<file path="src/rtl/ppbuffer_ctrl.sv">
// Address/strobe sequencer for a bit-serial two-bank ping-pong buffer.
// Writes fill one bank while the other drains; bank_full arbitrates ownership.
module ppbuffer_ctrl #(
  parameter int unsigned BLOCK_SIZE = 192,
  parameter int unsigned ADDR_W     = 9
) (
  input  logic              clk,
  input  logic              resetN,
  input  logic              in_valid,
  output logic              in_ready,
  output logic              wr_en,
  output logic [ADDR_W-1:0] wraddress,
  output logic              rd_en,
  output logic [ADDR_W-1:0] rdaddress,
  input  logic              out_ready,
  output logic              out_valid,
  output logic              out_first,
  output logic              out_last,
  output logic [1:0]        bank_full,
  output logic              err_overflow
);

  localparam int unsigned IDX_W = (BLOCK_SIZE > 1) ? $clog2(BLOCK_SIZE) : 1;
  localparam logic [IDX_W-1:0]  LAST_IDX   = IDX_W'(BLOCK_SIZE - 1);
  localparam logic [ADDR_W-1:0] BANK1_BASE = ADDR_W'(BLOCK_SIZE);

  logic             wr_bank, rd_bank;
  logic [IDX_W-1:0] wr_idx, rd_idx;

  logic             wr_bank_n, rd_bank_n;
  logic [IDX_W-1:0] wr_idx_n, rd_idx_n;
  logic [1:0]       bank_full_n;
  logic             out_valid_n, out_first_n, out_last_n, err_overflow_n;

  // Handshake strobes and physical addresses, all derived from registered state.
  always_comb begin
    in_ready  = resetN && !bank_full[wr_bank];
    wr_en     = in_valid && in_ready;
    rd_en     = resetN && bank_full[rd_bank] && (!out_valid || out_ready);
    wraddress = (wr_bank ? BANK1_BASE : '0) + ADDR_W'(wr_idx);
    rdaddress = (rd_bank ? BANK1_BASE : '0) + ADDR_W'(rd_idx);
  end

  // Next-state: index/bank advance, ownership flags, output qualifiers.
  always_comb begin
    wr_bank_n      = wr_bank;
    rd_bank_n      = rd_bank;
    wr_idx_n       = wr_idx;
    rd_idx_n       = rd_idx;
    bank_full_n    = bank_full;
    out_valid_n    = out_valid;
    out_first_n    = out_first;
    out_last_n     = out_last;
    err_overflow_n = err_overflow || (in_valid && !in_ready);

    if (wr_en) begin
      if (wr_idx == LAST_IDX) begin
        wr_idx_n             = '0;
        bank_full_n[wr_bank] = 1'b1;
        wr_bank_n            = !wr_bank;
      end else begin
        wr_idx_n = wr_idx + IDX_W'(1);
      end
    end

    // Reader only ever owns the bank the writer is not filling, so set/clear never collide.
    if (rd_en) begin
      if (rd_idx == LAST_IDX) begin
        rd_idx_n             = '0;
        bank_full_n[rd_bank] = 1'b0;
        rd_bank_n            = !rd_bank;
      end else begin
        rd_idx_n = rd_idx + IDX_W'(1);
      end
    end

    if (rd_en) begin
      out_valid_n = 1'b1;
      out_first_n = (rd_idx == '0);
      out_last_n  = (rd_idx == LAST_IDX);
    end else if (out_ready) begin
      out_valid_n = 1'b0;
    end
  end

  always_ff @(posedge clk) begin
    if (!resetN) begin
      wr_bank      <= 1'b0;
      rd_bank      <= 1'b0;
      wr_idx       <= '0;
      rd_idx       <= '0;
      bank_full    <= 2'b00;
      out_valid    <= 1'b0;
      out_first    <= 1'b0;
      out_last     <= 1'b0;
      err_overflow <= 1'b0;
    end else begin
      wr_bank      <= wr_bank_n;
      rd_bank      <= rd_bank_n;
      wr_idx       <= wr_idx_n;
      rd_idx       <= rd_idx_n;
      bank_full    <= bank_full_n;
      out_valid    <= out_valid_n;
      out_first    <= out_first_n;
      out_last     <= out_last_n;
      err_overflow <= err_overflow_n;
    end
  end

endmodule

</file>
<file path="config.mk">
export PLATFORM = sky130hd
export DESIGN_NAME = ppbuffer_ctrl
export DESIGN_NICKNAME = d
export VERILOG_FILES = /design/src/rtl/ppbuffer_ctrl.sv
export SDC_FILE = /design/constraint.sdc
export NUM_CORES = 1
export LEC_CHECK = 0
export ABC_AREA = 1
export CAP_MARGIN = 15
export CORE_MARGIN = 1
export CORE_UTILIZATION = 45
export CTS_BUF_LIST = sky130_fd_sc_hd__clkbuf_16
export DETAILED_ROUTE_END_ITERATION = 7
export GPL_TIMING_DRIVEN = 0
export MAX_ROUTING_LAYER = met4
export PLACE_DENSITY = 0.72
export SKIP_CTS_REPAIR_TIMING = 1
export SLEW_MARGIN = 0
export SYNTH_ARGS = -nofsm -noshare
export SYNTH_HDL_FRONTEND = slang
export SYNTH_SLANG_ARGS = --single-unit
</file>
<file path="constraint.sdc">
create_clock -name clk -period 1.5 [get_ports clk]
set_input_delay 0.45 -clock clk [delete_from_list [all_inputs] [get_ports clk]]
set_output_delay 0.45 -clock clk [all_outputs]
set_load 0.1 [all_outputs]
</file>
==> flow_summary.toml, run 1 <==
[run_status]
outcome = "complete, but fails checks"
failed_checks = "design-rule violations, negative setup slack"

[final_layout]
final_nets = 257
diodes = 0
n_fill_cell = 244
instances_no_fill = 289
drive_above_1_share_pct = 41.2
area_growth_pct = 50.2

[sta]
slew_viol_final = 0
report.final.setup_viol = 8
fmax_mhz = 499
relSlewSlack_pct = 68.0
fin_crit_sh_pct = 134
finClkSkew_ps = 3.07
worst_pin_slew_ps = 483
hold_violations = 0
fin_crit_ps = 2010
final.setup.tns_ps = -2330
setup_ws_ps = -505
rsz0062_at_grt = "yes"

[synth]
ys_seq_area_share_pct = 33.8
synth_nets = 211
synth.area.mux_share_pct = 0
synth_xor_area_share_pct = 0
syn-cell-area_um2 = 1420
synth_top_family_by_area = "simple AND/OR/NAND/NOR gates"
synth_fa_ha_area_share_pct = 7.22
async_flop_share_pct = 0
synth-simple-area-share_pct = 36.2
ys_types = 24
yosys_warnings = 0
synth-edff-count = 0
synth_compound_area_share_pct = 8.28
synth_cells = 200
synth_area_per_cell_um2 = 7.10
synth-seq-cells = 24
synth_top_flop_cell = "dfxtp_1"

[route]
drt_first_pass_iters = 7
drc = 1
ant_nets = 0
routedWlPerCell_um = 11.2
via_per_inst = 4.74
wirelength_mm = 3.23
drt_iter0_markers = 46
vias = 1370

[global_routing]
track_usage_pct = 19.1
grt_max_degree = 14
antenna_found_initial = 0
grt_pass1_vias = 1095
grt_pass1_wl_mm = 4.77
overflow = 0

[setup_path]
r2r_cells = 11
r2r_end = "rd_idx[6]"
cp_max_fo = 2
critPathRequiredTime_ps = 1050
path_class = "register to primary output"
start_kind = "register"
end_kind = "primary output"
r2r_setup_slack_ps = 30
r2r_start = "rd_bank"
crit_arrival_ps = 1560

[place]
dp_hpwl_mm = 2.06
io_buffers = 30
dp.cells = 274
place_congestion = 0.806
dp_slack_ps = -1600

[floorplan]
io-pin-count = 31
core_area_um2 = 3030
die_h_um = 58.2
num_rows = 20
floorplan.initialDensity_pct = 46.9
dieWidth_um = 58.2
dieArea_um2 = 3380

[pwr]
p_per_area_nw_per_um2 = 642
swShare_pct = 24.2
power_frac_seq_pct = 46.3
comb_power_share_pct = 11.1
pwr-share-clk_pct = 42.6
p_leak_nw = 0.929
power.switching_mw = 0.332
power.total_mw = 1.37
ir_worst_vdd_mv = 0.368
p_int_mw = 1.04

[clocking]
cts_htree_levels = 1
cts_tree = "done"
clk_pin_slew_ps = 60
cts_buffers = 3
cts_sinks = 24
clockBufferDepth = 2
clk_latency_ps = 260
clock-root-buffer = "clkbuf_16"

[worst_hold_path]
min-delay-start = "err_overflow"
min_to = "err_overflow"
hold_path_class = "register to register"
min_delay_path_depth = 2

[run]
cap_viol_max_count = 0
==> final cells by class <==
class	count	area (um^2)	share of cell area (%)
multi-input combinational	140	813	38.1
clock buffer	3	75.1	3.52
buffer	15	128	5.98
tap	44	55.1	2.58
clock inverter	1	3.75	0.176
timing repair buffer	41	459	21.5
inverter	21	90.1	4.22
sequential	24	509	23.9
==> registers in the layout, indices dropped and copies added, names as in the netlist <==
name	cells
err_overflow	1
rd_idx	8
rd_bank	1
out_last	1
bank_full	2
out_first	1
out_valid	1
wr_idx	8
wr_bank	1
==> cells in the final DEF (no fill, tap or decap), drive strengths merged <==
master / netlist / final
dfxtp: 24 / 24
o21bai: 1 / 1
nor2: 42 / 42
clkinv: 0 / 2
ha: 5 / 5
dlymetal6s2s: 0 / 2
clkinvlp: 0 / 1
or2: 3 / 3
nor3: 2 / 2
o21ai: 5 / 5
nand2: 52 / 52
inv: 21 / 19
buf: 15 / 50
a21oi: 14 / 14
nand3: 12 / 12
fa: 2 / 2
nand4: 2 / 2
clkbuf: 0 / 7
==> worst max-delay path by stage <==
stage	slack, ps	to	from
after floorplan	-340	wraddress[7]	wr_bank
after global placement	-1600	wr_en	resetN
after detailed placement	-1600	wr_en	resetN
after CTS	-1600	wr_en	resetN
after global routing	-530	rdaddress[7]	rd_bank
final	-510	rdaddress[7]	rd_bank
==> per-layer routing <==
layer  up-vias  GRT usage (%)  share of wire, %
met1       615           26.5                47
met4         0           7.14               2.4
met2        45           28.2                47
met5         -              -                 0
li1        702              -                 -
met3         8           2.68               3.8
==> cells in the mapped netlist (2+ instances only) <==
cell     number  area share, %
a21oi_1      14            4.9
buf_6         3            2.4
nor2_1       38             10
inv_2         3           0.79
nor2_2        2           0.88
nor3_1        2           0.70
nand2_2       5            2.2
fa_1          2            2.8
buf_4        12            6.3
dfxtp_1      24             34
nor2_4        2            1.6
ha_1          5            4.4
nand2_1      47             12
nand3_1      11            3.9
o21ai_0       4            1.4
inv_1        17            4.5
or2_2         2           0.88
==> power by group through the flow <==
stage | clock [mW] | sequential [mW] | combinational, mW
2_1_floorplan | 0 | 0.665 | 0.0910
3_3_place_gp | 0 | 0.652 | 0.138
3_5_place_dp | 0 | 0.652 | 0.139
4_1_cts | 0.600 | 0.638 | 0.139
5_1_grt | 0.624 | 0.635 | 0.161
6_report | 0.583 | 0.634 | 0.152
==> logic make-up (layout without fill, tap and decap cells) <==
kind of cell | count (synthesis) | after routing
simple gates | 113 | 113
buf+inv | 36 | 81
flops | 24 | 24
compound gates | 20 | 20
fa+ha+maj | 7 | 7
==> metrics by stage <==
step           utilization [%]  hold WS, ps  instance area, um^2
2_1_floorplan                -          471                 1480
3_3_place_gp              60.5          463                 1830
3_5_place_dp              60.5          467                 1830
4_1_cts                   63.1          485                 1910
5_1_grt                   70.5          537                 2130
6_report                  70.5          478                 2130
==> worst max-delay path, stage by stage, from the launching register on <==
cell and delay (ps):
dfxtp_4 350, ha_4 160, fa_2 610, buf_12 180
No activity file was read; power rests on OpenSTA's default activity.
==> run 2: changes to the inputs <==
Settings changed: SETUP_SLACK_MARGIN set to 0.02.
==> run 2 against run 1 <==
  * The run still ends with design-rule violations, negative setup slack left
  * Non-clock buffer count did not move
  * First-iteration DRC count did not move
  * Sequential power barely moved
  * Worst setup slack barely moved
  * Critical path depth did not move
  * Global-route usage did not move
  * Utilization rose by 0.21 points
  * Register-to-register slack barely moved
  * Die area did not move
  * Sequential share of layout area barely moved
  * Flip-flop and latch count did not move
  * Largest power group unchanged
==> flow_summary.toml, run 2 (same netlist as run 1, synthesis figures left out) <==
[final_layout]
seq_area_um2 = 510
final_nets = 257
reg_top3 = "rd_idx x8, wr_idx x8, bank_full x2"
n_fill_cell = 243
diodes = 0
multi_input_area_um2 = 813
final_common_cell = "nand2_1"
final_area_um2 = 2140
area_growth_pct = 50.7
layout_common_cells = "45 x nand2_1, 36 x nor2_1, 21 x buf_4, 17 x buf_6, 15 x inv_1"
drive_above_1_share_pct = 41.6

[floorplan]
num_rows = 20
core_area_um2 = 3030
dieArea_um2 = 3380
die_h_um = 58.2
io-pin-count = 31
dieWidth_um = 58.2
floorplan.initialDensity_pct = 46.9

[clocking]
clk_latency_ps = 260
clk_pin_slew_ps = 60
cts_tree = "done"
cts_sinks = 24
cts_buffers = 3
cts_htree_levels = 1
clockBufferDepth = 2
clock-root-buffer = "clkbuf_16"

[setup_path]
crit_arrival_ps = 1550
start_kind = "register"
r2r_cells = 11
end_kind = "primary output"
crit_path_cell_trace = "ha_4 > fa_2 > buf_12"
cp_max_fo = 2
cpPeakStageDelay_ps = 600
cpMaxStageDelayCell = "fa_2"
r2r_start = "rd_bank"
r2r_end = "rd_idx[6]"
r2r_setup_slack_ps = 30
path_class = "register to primary output"
critPathRequiredTime_ps = 1050

[pwr]
power_frac_seq_pct = 46.3
p_int_mw = 1.04
pwr-share-clk_pct = 42.6
power.total_mw = 1.37
p_leak_nw = 0.929
comb_power_share_pct = 11.2
power.switching_mw = 0.332
p_per_area_nw_per_um2 = 641
ir_worst_vdd_mv = 0.368
swShare_pct = 24.2

[sta]
relSlewSlack_pct = 68.1
fin_crit_sh_pct = 134
slew_viol_final = 0
report.final.setup_viol = 8
worst_pin_slew_ps = 481
setup_ws_ps = -505
hold_violations = 0
fmax_mhz = 499
finClkSkew_ps = 2.98
rsz0062_at_grt = "yes"
fin_crit_ps = 2000

[route]
via_per_inst = 4.73
vias = 1367
wl_met1_mm = 1.51
highest_layer = "met4"
wirelength_mm = 3.23
wl_met2_mm = 1.52
drt_first_pass_iters = 7
drt_iter0_markers = 46
wl_met3_um = 138
ant_nets = 0
routedWlPerCell_um = 11.2
drc = 1

[global_routing]
track_usage_pct = 19.1
grt_pass1_wl_mm = 4.77
grt_max_degree = 14
antenna_found_initial = 0
overflow = 0
grt_pass1_vias = 1095

[place]
io_buffers = 30
dp_hpwl_mm = 2.06
dpl_cell_area_um2 = 1830
place_congestion = 0.806

[worst_hold_path]
min_to = "err_overflow"
min_delay_path_depth = 2
hold_path_class = "register to register"
min-delay-start = "err_overflow"

[run_status]
outcome = "complete, but fails checks"
failed_checks = "design-rule violations, negative setup slack"

[run]
cap_viol_max_count = 0
-- run 2: cell types whose count changed in the layout (fill, tap and decap cells not counted) --
cell | previous run | this run
dfxtp_1 | 13 | 12
clkbuf_4 | 3 | 5
buf_2 | 3 | 1
dfxtp_2 | 5 | 6
-- run 2: worst max-delay path by stage --
stage / startpoint / to
finish: rd_bank / rdaddress[7]
global route: rd_bank / rdaddress[7]
CTS: resetN / wr_en
detailed placement: resetN / wr_en
global placement: resetN / wr_en
floorplan: wr_bank / wraddress[7]
-- run 2: critical path, delay by kind of cell (launching register included) --
family / cells / cell delay (ps)
DFF: 1 / 350
adders and majority gates: 2 / 760
buffers and inverters: 1 / 180
-- run 2: power groups by stage --
stage          Clock, mW  Sequential (mW)  Combinational (mW)
4_1_cts            0.600            0.638               0.139
3_5_place_dp           0            0.652               0.139
2_1_floorplan          0            0.665              0.0910
5_1_grt            0.624            0.635               0.162
3_3_place_gp           0            0.652               0.138
6_report           0.583            0.634               0.153
-- run 2: area by class of cell --
class	count	share of cell area (%)
timing repair buffer	41	21.7
inverter	21	4.21
tap	44	2.57
buffer	15	5.96
multi-input combinational	140	38.0
clock inverter	1	0.175
clock buffer	3	3.51
sequential	24	23.9
-- run 2: metal layers --
metal	up-vias	track usage [%]
met2	46	28.2
li1	701	-
met4	0	7.14
met3	6	2.68
met5	-	-
met1	614	26.5
-- run 2: stage by stage --
stage	std cells	TNS, ps	util [%]	hold slack, ps	worst slack, ps
6_report	289	-2330	70.7	481	-505
3_3_place_gp	274	-25320	60.5	463	-1600
3_5_place_dp	274	-25500	60.5	467	-1600
4_1_cts	278	-26350	63.1	485	-1600
2_1_floorplan	200	-1050	-	471	-337
5_1_grt	289	-2700	70.7	537	-534
==> RTL edit (flow settings as in run 2) <==
The parameter `BLOCK_SIZE` goes from 192 to 384.
--- a/src/rtl/ppbuffer_ctrl.sv
+++ b/src/rtl/ppbuffer_ctrl.sv
@@ -3,3 +3,3 @@
 module ppbuffer_ctrl #(
-  parameter int unsigned BLOCK_SIZE = 192,
+  parameter int unsigned BLOCK_SIZE = 384,
   parameter int unsigned ADDR_W     = 9
Behaviour: no difference found for any inputs over 10 cycles, from zero or initial values and one cycle with resetN low; that may be too few to reach the edited logic, so the function may still have changed.
==> RTL edit against run 2 <==
- the run ends with setup timing left
- sequential cell count grew 2
- area after synthesis grew 2.1%
- clock power down 0.7%
- wire length is 2.0% higher
- worst setup slack better by 0.19 ns
- final area grew 13%
- core utilization increased by 8.7 points
- total power grew 6.1%
- die area increased by 2.0%
- first-iteration DRC count increased by 28%
- sequential share of layout area decreased by 0.73 points
- critical path type unchanged
- largest cell class unchanged
- largest power group unchanged
- highest routed layer unchanged
==> RTL edit: results (changes against run 2) <==
| Metric | Value |
|---|---|
| Number of fill cells in the layout | `216 (-11%)` |
| Drt pass-1 iters | `4 (-3)` |
| Syn Nets | `213 (+0.95%)` |
| Mean Syn Cell Area | `7.11 um^2 (+0.11%)` |
| Fin cells | `301 (+4.2%)` |
| Seq area share | `0.231 (-0.00731)` |
| Inverters | `24 (+14%)` |
| DR vias/cell | `4.63 (-2.1%)` |
| Hold slack | `0.486 ns (+0.00476 ns)` |
| DRC violation total after the first TritonRoute iteration | `59 (+28%)` |
| Biggest registers after layout | `rd_idx (9), wr_idx (9), bank_full (2)` |
| Post-detail-place hpwl | `2.30 mm (+12%)` |
| Largest net degree at the start of global routing | `15 (+1)` |
| Buffers, non-clock | `66 (+18%)` |
| Status | `complete, but fails checks` |
| Clock sink total | `26 (+8.3%)` |
| Synth Area in Compound Gates | `0.0656 (-0.0172)` |
| Fraction of standard cell area in multi-input logic | `0.376 (-0.00428)` |
| Nets | `267 (+3.9%)` |
| RR Endpoint | `rd_idx[3]` |
| P_int | `0.00112 W (+7.3%)` |
| Synth top cells by count | `nand2_1, nor2_1, dfxtp_1` |
| Global-route wire length before repair | `5.03 mm (+5.4%)` |
| Failing checks | `setup timing` |
| Placer congestion estimate | `0.841 (+4.4%)` |
| Setup violations, final | `7 (-1)` |
| Multi-input gates | `137 (-2.1%)` |
| Final worst setup slack | `-0.311 ns (+0.194 ns)` |
| Vias in the first global route | `1222 (+12%)` |
| GR Util All Layers | `0.193 (+0.00204)` |
| VDD IR max | `0.550 mV (+50%)` |
| R2R Setup Slk | `0.08 ns (+0.05 ns)` |
| Post-synthesis sequential area ratio | `0.359 (+0.0206)` |
| Critical Path Sink | `rdaddress[8]` |
| Max stage delay cell, worst path | `dfxtp_4` |
-- RTL edit: metal layers --
metal  part of all wire  vias to the layer above  routed length, um  global-route usage
li1                   -                      727                  -                   -
met5                  0                        -                  0                   -
met1               0.46                      616               1530               0.254
met4              0.014                        0                 46              0.0646
met2               0.48                       47               1570               0.310
met3              0.045                        4                150              0.0198
-- RTL edit: tightest hold or removal path, stage by stage, from the launching register on --
cell     delay [ns]
dfxtp_1        0.34
a21oi_1        0.04
nor2_1         0.07
-- RTL edit: logic make-up (layout without fill, tap and decap cells) --
family                     after synthesis  after routing
and+or+nand+nor                        103            103
buffers and inverters                   41             94
DFF                                     26             26
AOI/OAI and AO/OA                       19             19
xor gates and xnor gates                10             10
adders and majority gates                5              5
-- RTL edit: power groups by stage --
stage	Clock, W	Combinational [W]	Sequential, W
detailed placement	0	0.000134	0.000707
floorplan	0	0.0000875	0.000719
finish	0.000579	0.000183	0.000692
global route	0.000623	0.000194	0.000692
global placement	0	0.000132	0.000707
CTS	0.000598	0.000134	0.000691
